==> src/rtl/id_ex_stage_pkg.sv <==
// Shared definitions for the ID/EX pipeline register stage.
// Optional feature macro: ID_EX_FWD_EN (operand forwarding from EX/MEM and MEM/WB).
package id_ex_stage_pkg;

    localparam int XLEN_DEFAULT  = 32;
    localparam int CTRLW_DEFAULT = 8;
    localparam int REG_IDX_W     = 5;

    // Bit positions inside the opaque control bundle that this stage inspects
    localparam int CTRL_REG_WRITE = 0;
    localparam int CTRL_MEM_READ  = 1;

    typedef logic [REG_IDX_W-1:0] reg_idx_t;

    // Where an operand is sourced from
    typedef enum logic [1:0] {
        SRC_ZERO  = 2'd0,
        SRC_EXMEM = 2'd1,
        SRC_MEMWB = 2'd2,
        SRC_RF    = 2'd3
    } fwd_src_t;

    // True when a producer index names a real register that matches a consumer index
    function automatic logic idx_hit(input reg_idx_t producer, input reg_idx_t consumer);
        return (producer != '0) && (producer == consumer);
    endfunction

endpackage

==> src/rtl/id_ex_stage_fwd_mux.sv <==
// Per-operand source selection for the ID/EX stage.
// With ID_EX_FWD_EN defined, results still in EX/MEM or MEM/WB are bypassed
// (EX/MEM first, it is younger). Without it, the register file value is used and
// 'pending' flags that a writer in flight targets this operand, so the stage must stall.
module fwd_mux
    import id_ex_stage_pkg::*;
#(
    parameter int XLEN = XLEN_DEFAULT
) (
    input  reg_idx_t          idx,
    input  logic [XLEN-1:0]   read_data,
    input  reg_idx_t          exmem_rd,
    input  logic              exmem_we,
    input  logic [XLEN-1:0]   exmem_result,
    input  reg_idx_t          memwb_rd,
    input  logic              memwb_we,
    input  logic [XLEN-1:0]   memwb_result,
    output logic [XLEN-1:0]   data,
    output logic              pending
);

    fwd_src_t src;

    // Decide the operand source; x0 always reads as zero and is never bypassed
    always_comb begin
        src     = SRC_RF;
        pending = 1'b0;
        if (idx == '0) begin
            src = SRC_ZERO;
        end
`ifdef ID_EX_FWD_EN
        else if (exmem_we && (exmem_rd == idx)) begin
            src = SRC_EXMEM;
        end else if (memwb_we && (memwb_rd == idx)) begin
            src = SRC_MEMWB;
        end
`else
        else begin
            pending = (exmem_we && (exmem_rd == idx)) ||
                      (memwb_we && (memwb_rd == idx));
        end
`endif
    end

    // Steer the chosen source onto the operand bus
    always_comb begin
        case (src)
            SRC_ZERO:  data = '0;
            SRC_EXMEM: data = exmem_result;
            SRC_MEMWB: data = memwb_result;
            default:   data = read_data;
        endcase
    end

endmodule

==> src/rtl/id_ex_stage.sv <==
// ID/EX pipeline register with valid/ready handshakes, operand selection,
// hazard stall detection and a saturating stall-cycle counter.
// Optional feature macro: ID_EX_FWD_EN. When undefined, every RAW dependency on an
// in-flight writer (held instruction, EX/MEM, MEM/WB) stalls instead of bypassing.
module id_ex_stage
    import id_ex_stage_pkg::*;
#(
    parameter int XLEN  = XLEN_DEFAULT,
    parameter int CTRLW = CTRLW_DEFAULT
) (
    input  logic                 clk,
    input  logic                 rst,
    input  logic                 in_valid,
    output logic                 in_ready,
    input  logic [REG_IDX_W-1:0] rs1,
    input  logic [REG_IDX_W-1:0] rs2,
    input  logic [REG_IDX_W-1:0] rd,
    input  logic [XLEN-1:0]      read_data1,
    input  logic [XLEN-1:0]      read_data2,
    input  logic [XLEN-1:0]      imm,
    input  logic [XLEN-1:0]      pc,
    input  logic [CTRLW-1:0]     ctrl,
    input  logic [REG_IDX_W-1:0] exmem_rd,
    input  logic                 exmem_we,
    input  logic [XLEN-1:0]      exmem_result,
    input  logic [REG_IDX_W-1:0] memwb_rd,
    input  logic                 memwb_we,
    input  logic [XLEN-1:0]      memwb_result,
    input  logic                 flush,
    output logic                 out_valid,
    input  logic                 out_ready,
    output logic [XLEN-1:0]      out_a,
    output logic [XLEN-1:0]      out_b,
    output logic [XLEN-1:0]      out_imm,
    output logic [XLEN-1:0]      out_pc,
    output logic [REG_IDX_W-1:0] out_rd,
    output logic [CTRLW-1:0]     out_ctrl,
    output logic                 stall,
    output logic [15:0]          stall_count
);

    logic [XLEN-1:0] op_a;
    logic [XLEN-1:0] op_b;
    logic            pend_a;
    logic            pend_b;
    logic            held_hit;
    logic            load_use;
    logic            held_raw;
    logic            hazard;
    logic            capture;
    logic            drain;

    fwd_mux #(.XLEN(XLEN)) u_fwd_a (
        .idx          (rs1),
        .read_data    (read_data1),
        .exmem_rd     (exmem_rd),
        .exmem_we     (exmem_we),
        .exmem_result (exmem_result),
        .memwb_rd     (memwb_rd),
        .memwb_we     (memwb_we),
        .memwb_result (memwb_result),
        .data         (op_a),
        .pending      (pend_a)
    );

    fwd_mux #(.XLEN(XLEN)) u_fwd_b (
        .idx          (rs2),
        .read_data    (read_data2),
        .exmem_rd     (exmem_rd),
        .exmem_we     (exmem_we),
        .exmem_result (exmem_result),
        .memwb_rd     (memwb_rd),
        .memwb_we     (memwb_we),
        .memwb_result (memwb_result),
        .data         (op_b),
        .pending      (pend_b)
    );

    // Hazard detection: the held instruction is the only producer whose result
    // cannot be bypassed in time when it is a load.
    always_comb begin
        held_hit = out_valid && (idx_hit(out_rd, rs1) || idx_hit(out_rd, rs2));
        load_use = held_hit && out_ctrl[CTRL_MEM_READ];
`ifdef ID_EX_FWD_EN
        held_raw = 1'b0;
`else
        held_raw = held_hit && out_ctrl[CTRL_REG_WRITE];
`endif
        hazard = in_valid && (load_use || held_raw || pend_a || pend_b);
    end

    assign stall    = hazard;
    assign in_ready = (!out_valid || out_ready) && !hazard;
    assign capture  = in_valid && in_ready && !flush;
    assign drain    = out_valid && out_ready;

    // Pipeline register: flush beats capture, capture beats draining to a bubble
    always_ff @(posedge clk or posedge rst) begin
        if (rst) begin
            out_valid <= 1'b0;
            out_a     <= '0;
            out_b     <= '0;
            out_imm   <= '0;
            out_pc    <= '0;
            out_rd    <= '0;
            out_ctrl  <= '0;
        end else if (flush) begin
            out_valid <= 1'b0;
            out_ctrl  <= '0;
        end else if (capture) begin
            out_valid <= 1'b1;
            out_a     <= op_a;
            out_b     <= op_b;
            out_imm   <= imm;
            out_pc    <= pc;
            out_rd    <= rd;
            out_ctrl  <= ctrl;
        end else if (drain) begin
            // Bubble: control is cleared so no side effects leak downstream
            out_valid <= 1'b0;
            out_ctrl  <= '0;
        end
    end

    // Count stalled cycles, sticking at all-ones
    always_ff @(posedge clk or posedge rst) begin
        if (rst) begin
            stall_count <= '0;
        end else if (hazard && (stall_count != 16'hFFFF)) begin
            stall_count <= stall_count + 16'd1;
        end
    end

endmodule

==> config.mk <==
export PLATFORM = sky130hd
export DESIGN_NAME = id_ex_stage
export DESIGN_NICKNAME = d
export VERILOG_FILES = /design/src/rtl/id_ex_stage_pkg.sv /design/src/rtl/id_ex_stage_fwd_mux.sv /design/src/rtl/id_ex_stage.sv
export SDC_FILE = /design/constraint.sdc
export NUM_CORES = 1
export LEC_CHECK = 0
export ABC_AREA = 1
export BUFFER_PORTS_ARGS = -buffer_cell sky130_fd_sc_hd__buf_2
export CAP_MARGIN = 20
export CORE_AREA = 2 2 150 152
export CTS_CLUSTER_SIZE = 30
export DETAILED_ROUTE_END_ITERATION = 16
export DIE_AREA = 0 0 152 154
export GPL_ROUTABILITY_DRIVEN = 0
export GPL_TIMING_DRIVEN = 0
export HOLD_SLACK_MARGIN = 0.03
export PLACE_DENSITY = 0.72
export SYNTH_ARGS = -nofsm -noshare
export SYNTH_HDL_FRONTEND = slang
export SYNTH_SLANG_ARGS = --single-unit
==> constraint.sdc <==
create_clock -name clk -period 4.5 [get_ports clk]
set_clock_uncertainty 0.2 [all_clocks]
set_input_delay 0.45 -clock clk [delete_from_list [all_inputs] [get_ports clk]]
set_output_delay 0.45 -clock clk [all_outputs]
set_load 0.02 [all_outputs]
Yosys cells after proc, flatten, opt, wreduce, memory -nomap -nowiden

Index checks and enable logic that the tools add are counted.

Add/subtract/negate cells: 1
Equality and inequality tests: 11
Multiplexer cells: 12
Bitwise logic cells: 1
Reduce and logical (&&, ||, !) cells: 32

Operators with widths:

| operator                                                         | count |
|---|---|
| 32-bit case mux with 3 select lines                              | 2 |
| 5-bit == test                                                    | 6 |
| 8-bit 2-to-1 mux                                                 | 3 |
| 16-bit by 1-bit adder with 16-bit output (second input constant) | 1 |
| 16-bit inequality test (second input constant)                   | 1 |
| 1-bit logical AND                                                | 15 |
| 5-bit zero test                                                  | 2 |
| 1-bit logical OR                                                 | 7 |
| 1-bit 2-to-1 mux                                                 | 5 |
| 5-bit nonzero test                                               | 1 |
| 2-bit by 1-bit == test with 1-bit output (second input constant) | 2 |
| 2-bit == test (second input constant)                            | 2 |
| 2-bit zero test                                                  | 2 |
| 2-bit 2-to-1 mux                                                 | 2 |
| 1-bit zero test                                                  | 3 |
| 3-bit nonzero test                                               | 1 |
| 2-bit AND reduction                                              | 1 |
| 1-bit NOT                                                        | 1 |

Flip-flop bits (word level): 158
Input bits: 232
Output and inout bits: 160
Logic and storage cells: 65

Longest topological paths before layout

Word-level depth: 15
Depth in mapped cells: 14
Gate-level depth less buffers: 13

Cells and area by module

From an unflattened synthesis, not the netlist that was laid out.

Cells, all modules: 1166
Area, all modules: 8603.3 µm²

By module, submodules not included:

| module      | times used | cells an instance | area an instance (µm²) | sequential area each (µm²) |
|---|---|---|---|---|
| id_ex_stage | 1          | 924               | 7594.8                 | 3953.8 |
| fwd_mux     | 2          | 121               | 504.2                  | 0.0 |

Worst setup path after synthesis

Ideal clock, no wire load.

Path kind: register to output
Start: register out_ctrl[0]
End: output port in_ready
Arrival time: 1710 ps
Required time: 3850 ps
Setup slack: 2140 ps
Cell stages (with the launch flop): 10
Cell sequence: dfrtp_1 -> or2_2 -> nand3_1 -> inv_1 -> nand2_1 -> nand3_1 -> nand2_1 -> inv_2 -> buf_2 -> nor2_1

Longest elaborated chain between the ends: 7

RTL lines:

| element                       | RTL line           | source |
|---|---|---|
| start, declared               | id_ex_stage.sv:37  | `output logic [CTRLW-1:0] out_ctrl,` |
| start signal, assigned        | id_ex_stage.sv:117 | `out_ctrl <= ctrl;` |
| 1-bit logical AND             | id_ex_stage.sv:87  | `held_raw = held_hit && out_ctrl[CTRL_REG_WRITE];` |
| 1-bit logical OR (3 in a row) | id_ex_stage.sv:89  | `hazard = in_valid && (load_use \|\| held_raw \|\| pend_a \|\| pend_b);` |
| 1-bit logical AND             | id_ex_stage.sv:89  |  |
| via stall                     | id_ex_stage.sv:38  | `output logic stall,` |
| 1-bit zero test               | id_ex_stage.sv:93  | `assign in_ready = (!out_valid \|\| out_ready) && !hazard;` |
| 1-bit logical AND             | id_ex_stage.sv:93  |  |
| end, declared                 | id_ex_stage.sv:14  | `output logic in_ready,` |

The timed path passes the listed nets, and every way through them passes these cells.

Worst setup path after layout

Start: register out_rd[4]
End: output port in_ready

Longest elaborated chain between the ends: 11
Elaborated cells on any way between the ends: 15
Those cells by class: eq/ne: 2; reduce/logical: 13

RTL lines:

| element                                             | RTL line                             | source |
|---|---|---|
| start, declared                                     | id_ex_stage.sv:36                    | `output logic [REG_IDX_W-1:0] out_rd,` |
| start signal, assigned                              | id_ex_stage.sv:116                   | `out_rd <= rd;` |
| 5-bit == test or 5-bit nonzero test (tied branches) | id_ex_stage_pkg.sv:25                | `return (producer != '0) && (producer == consumer);` |
| 1-bit logical AND                                   | id_ex_stage_pkg.sv:25                |  |
| 1-bit logical OR *                                  | id_ex_stage.sv:82                    | `held_hit = out_valid && (idx_hit(out_rd, rs1) \|\| idx_hit(out_rd, rs2));` |
| 1-bit logical AND *                                 | id_ex_stage.sv:82                    |  |
| 1-bit logical AND, on equally long branches         | id_ex_stage.sv:83, id_ex_stage.sv:87 |  |
| 1-bit logical OR * (3 in a row)                     | id_ex_stage.sv:89                    |  |
| 1-bit logical AND *                                 | id_ex_stage.sv:89                    |  |
| 1-bit zero test *                                   | id_ex_stage.sv:93                    |  |
| 1-bit logical AND *                                 | id_ex_stage.sv:93                    |  |

Mark *: on every way between the ends. The rest lies on a longest branch, timed or not.

==> results_dict.tcl <==
set metrics [dict create \
    layout_min_cycle_time_ns 2.92 \
    initial_core_util 0.353 \
    grt_max_degree 40 \
    grt_overflow 0 \
    ys.warnings.count 0 \
    path_clk_slew_ns 0.07 \
    pre_cts_slack_ns 1.37 \
    pwr_density_cell_nw_per_um2 433 \
    core_um2 21700 \
    synthCells 1029 \
    cts_root_buf "clkbuf_16" \
    dp_hpwl_um 19000 \
    cts_buffers 17 \
    ys_ff_latch 158 \
    path_class "reg2out" \
    vdd_ir_drop_max_mv 0.232 \
    dieWidth_um 152 \
    nFillCells 2177 \
    cts_sinks 158 \
    required_ns 3.85 \
    drtIter0Drc 466 \
    setup_tns_ns 0 \
    avgSynthCellArea_um2 7.43 \
    port_buffers 327 \
    ys.flop_type "dfrtp_1" \
    cts_buffer_depth 2 \
    viasPerCell 4.68 \
    antenna_found_initial 1 \
    antenna_cells 0 \
    hold-path-cell-count 3 \
    syn-num-nets 1262 \
    critPathLaunchType "flip-flop" \
    holdPathEnd "out_pc[29]$_DFFE_PP0P_" \
    syn_area_um2 7650 \
    vias 7842 \
    multi_input_area_um2 3050 \
    power.leakage_nw 6.40 \
    maxSlewViolCount 0 \
    track_usage 0.211 \
    stdcell_area_um2 10300 \
    firstDrtPassIters 5 \
    netlist_top_cells_area "dfrtp_1 52%, nand2_1 23%, nand3_1 12%" \
    timing.max_cap.violations 0 \
    grt_pass1_wl_um 40000 \
    postRouteAntennaNets 0 \
    setup_viol 0 \
    synthTopCellsByCount "467 x nand2_1, 181 x nand3_1, 158 x dfrtp_1" \
    holdWs_ns 0.0526 \
    r2r.worst_path.cells 12 \
    synth.distinct_cells 22 \
    wire_per_inst_um 14.6 \
    synth.most_common_cell "nand2_1" \
    worstHoldPathType "in2reg" \
    grt_pass1_vias 7654 \
    register_area_um2 3950 \
    clk_latency_ns 0.42 \
    period_share 0.650 \
    placed_area_um2 9720 \
    cp-end-kind "output pin" \
    timing.fmax_mhz 342 \
    fin_ws_ns 1.58 \
    rows 54 \
    synth-edff-count 0 \
    routed_wl_um 24500 \
    worstPathMaxFanout 10 \
    cts_tree "done" \
    dieArea_um2 23400 \
    reg2reg_from "out_rd[3]$_DFFE_PP0P_" \
    syn2layout_area_growth_pct 35.0 \
    p_total_w 0.00447 \
    synthArstFlopShare 1.00 \
    yosysTopAreaCellShare 0.517 \
    r2r_end "out_imm[10]$_DFFE_PP0P_" \
    ctsResizeCount 0 \
    ys_seq_area_frac 0.517 \
    finalNetCount 1615 \
    hold_start "pc[29]" \
    die_height_um 154 \
    synth_top_area_cell "dfrtp_1" \
    drc 0 \
    rsz0062_at_grt "no" \
    num_io_pins 392 \
    htreeDepth 4 \
    arrival_ns 2.27 \
    worst_pin_slew_ns 0.915 \
    slew_headroom 0.390 \
    finalHoldViolCount 0 \
    r2r_slack_ns 1.87 \
    drive_gt1_frac 0.285 \
    outcome "completed" \
]
worst max path at each step:
| stage | cells after the start | startpoint | endpoint | slack [ns] |
|---|---|---|---|---|
| 5_1_grt | 13 | out_rd[3]$_DFFE_PP0P_ | in_ready | 1.31 |
| 6_report | 13 | out_rd[4]$_DFFE_PP0P_ | in_ready | 1.58 |
| 4_1_cts | 13 | out_rd[3]$_DFFE_PP0P_ | in_ready | 1.57 |
| 3_5_place_dp | 11 | rs2[3] | out_pc[12]$_DFFE_PP0P_ | 1.37 |
| 3_3_place_gp | 2 | rst | out_a[0]$_DFFE_PP0P_ | 0.74 |
| 2_1_floorplan | 1 | rst | out_a[0]$_DFFE_PP0P_ | 1.85 |
cell families after synthesis:
family	Yosys count	share of synthesized area
XOR/XNOR	17	0.0195
AND/OR/NAND/NOR	692	0.376
flip-flops	158	0.517
buffers and inverters	158	0.0841
AO/OA/AOI/OAI	3	0.00196
adder cells (fa/ha/maj)	1	0.00164
registers in the layout, summed over array words and instances, names as in the netlist:
register     count
out_valid        1
out_a           32
out_rd           5
out_b           32
stall_count     16
out_ctrl         8
out_pc          32
out_imm         32
layout by cell type, fill, tap and decap left out, types with 2 or more instances in the layout:
cell	instances
clkbuf_8	2
clkinvlp_4	3
clkbuf_1	28
xnor2_1	8
nor3_1	5
nor2_1	28
a21oi_1	2
dfrtp_1	158
buf_2	346
nand2_1	467
inv_2	5
dlygate4sd3_1	3
clkbuf_16	17
nand4_1	4
inv_6	5
buf_12	4
inv_1	99
nand3_1	181
xor2_1	9
nor4_1	3
buf_4	5
clkinv_4	4
power breakdown:
group	total (W)	leakage, nW	switching (W)	internal (W)
sequential	0.00184	1.99	0.000165	0.00167
combinational	0.00124	4.14	0.000818	0.000421
clock	0.00139	0.276	0.000636	0.000757
total	0.00447	6.40	0.00162	0.00285
layout make-up:
cell class	count	area share
inverters	105	0.0385
multi-input cells	713	0.296
clock inverters	13	0.0118
well taps	280	0.0339
flip-flops and latches	158	0.383
repair buffers	334	0.169
clock buffers	19	0.0439
plain buffers	53	0.0241
stage by stage:
| step | cells | utilization |
|---|---|---|
| global route | 1675 | 0.476 |
| floorplan | 1029 | - |
| global placement | 1636 | 0.444 |
| detailed placement | 1640 | 0.448 |
| CTS | 1675 | 0.476 |
| finish | 1675 | 0.476 |
worst max-delay path: stages (launching register included):
cell	delay, ns
dfrtp_1	0.52
inv_1	0.08
nand2_1	0.06
nand2_1	0.05
nor2_1	0.08
nand3_1	0.07
nand2_1	0.07
nand2_1	0.06
nand3_1	0.13
nand2_1	0.09
inv_2	0.16
buf_2	0.26
nor2_1	0.08
buf_2	0.17
timing repair:
action	4_1_cts	5_1_grt
hold buffers	3	0
endpoints found under the hold margin	21	0
setup buffers	0	0
routing by layer:
metal | wire length [um] | track usage
met5 | 11 | 0
met4 | 749 | 0.0774
met3 | 1650 | 0.0558
met2 | 11700 | 0.348
met1 | 10400 | 0.269
No activity file was read; power rests on OpenSTA's default activity.
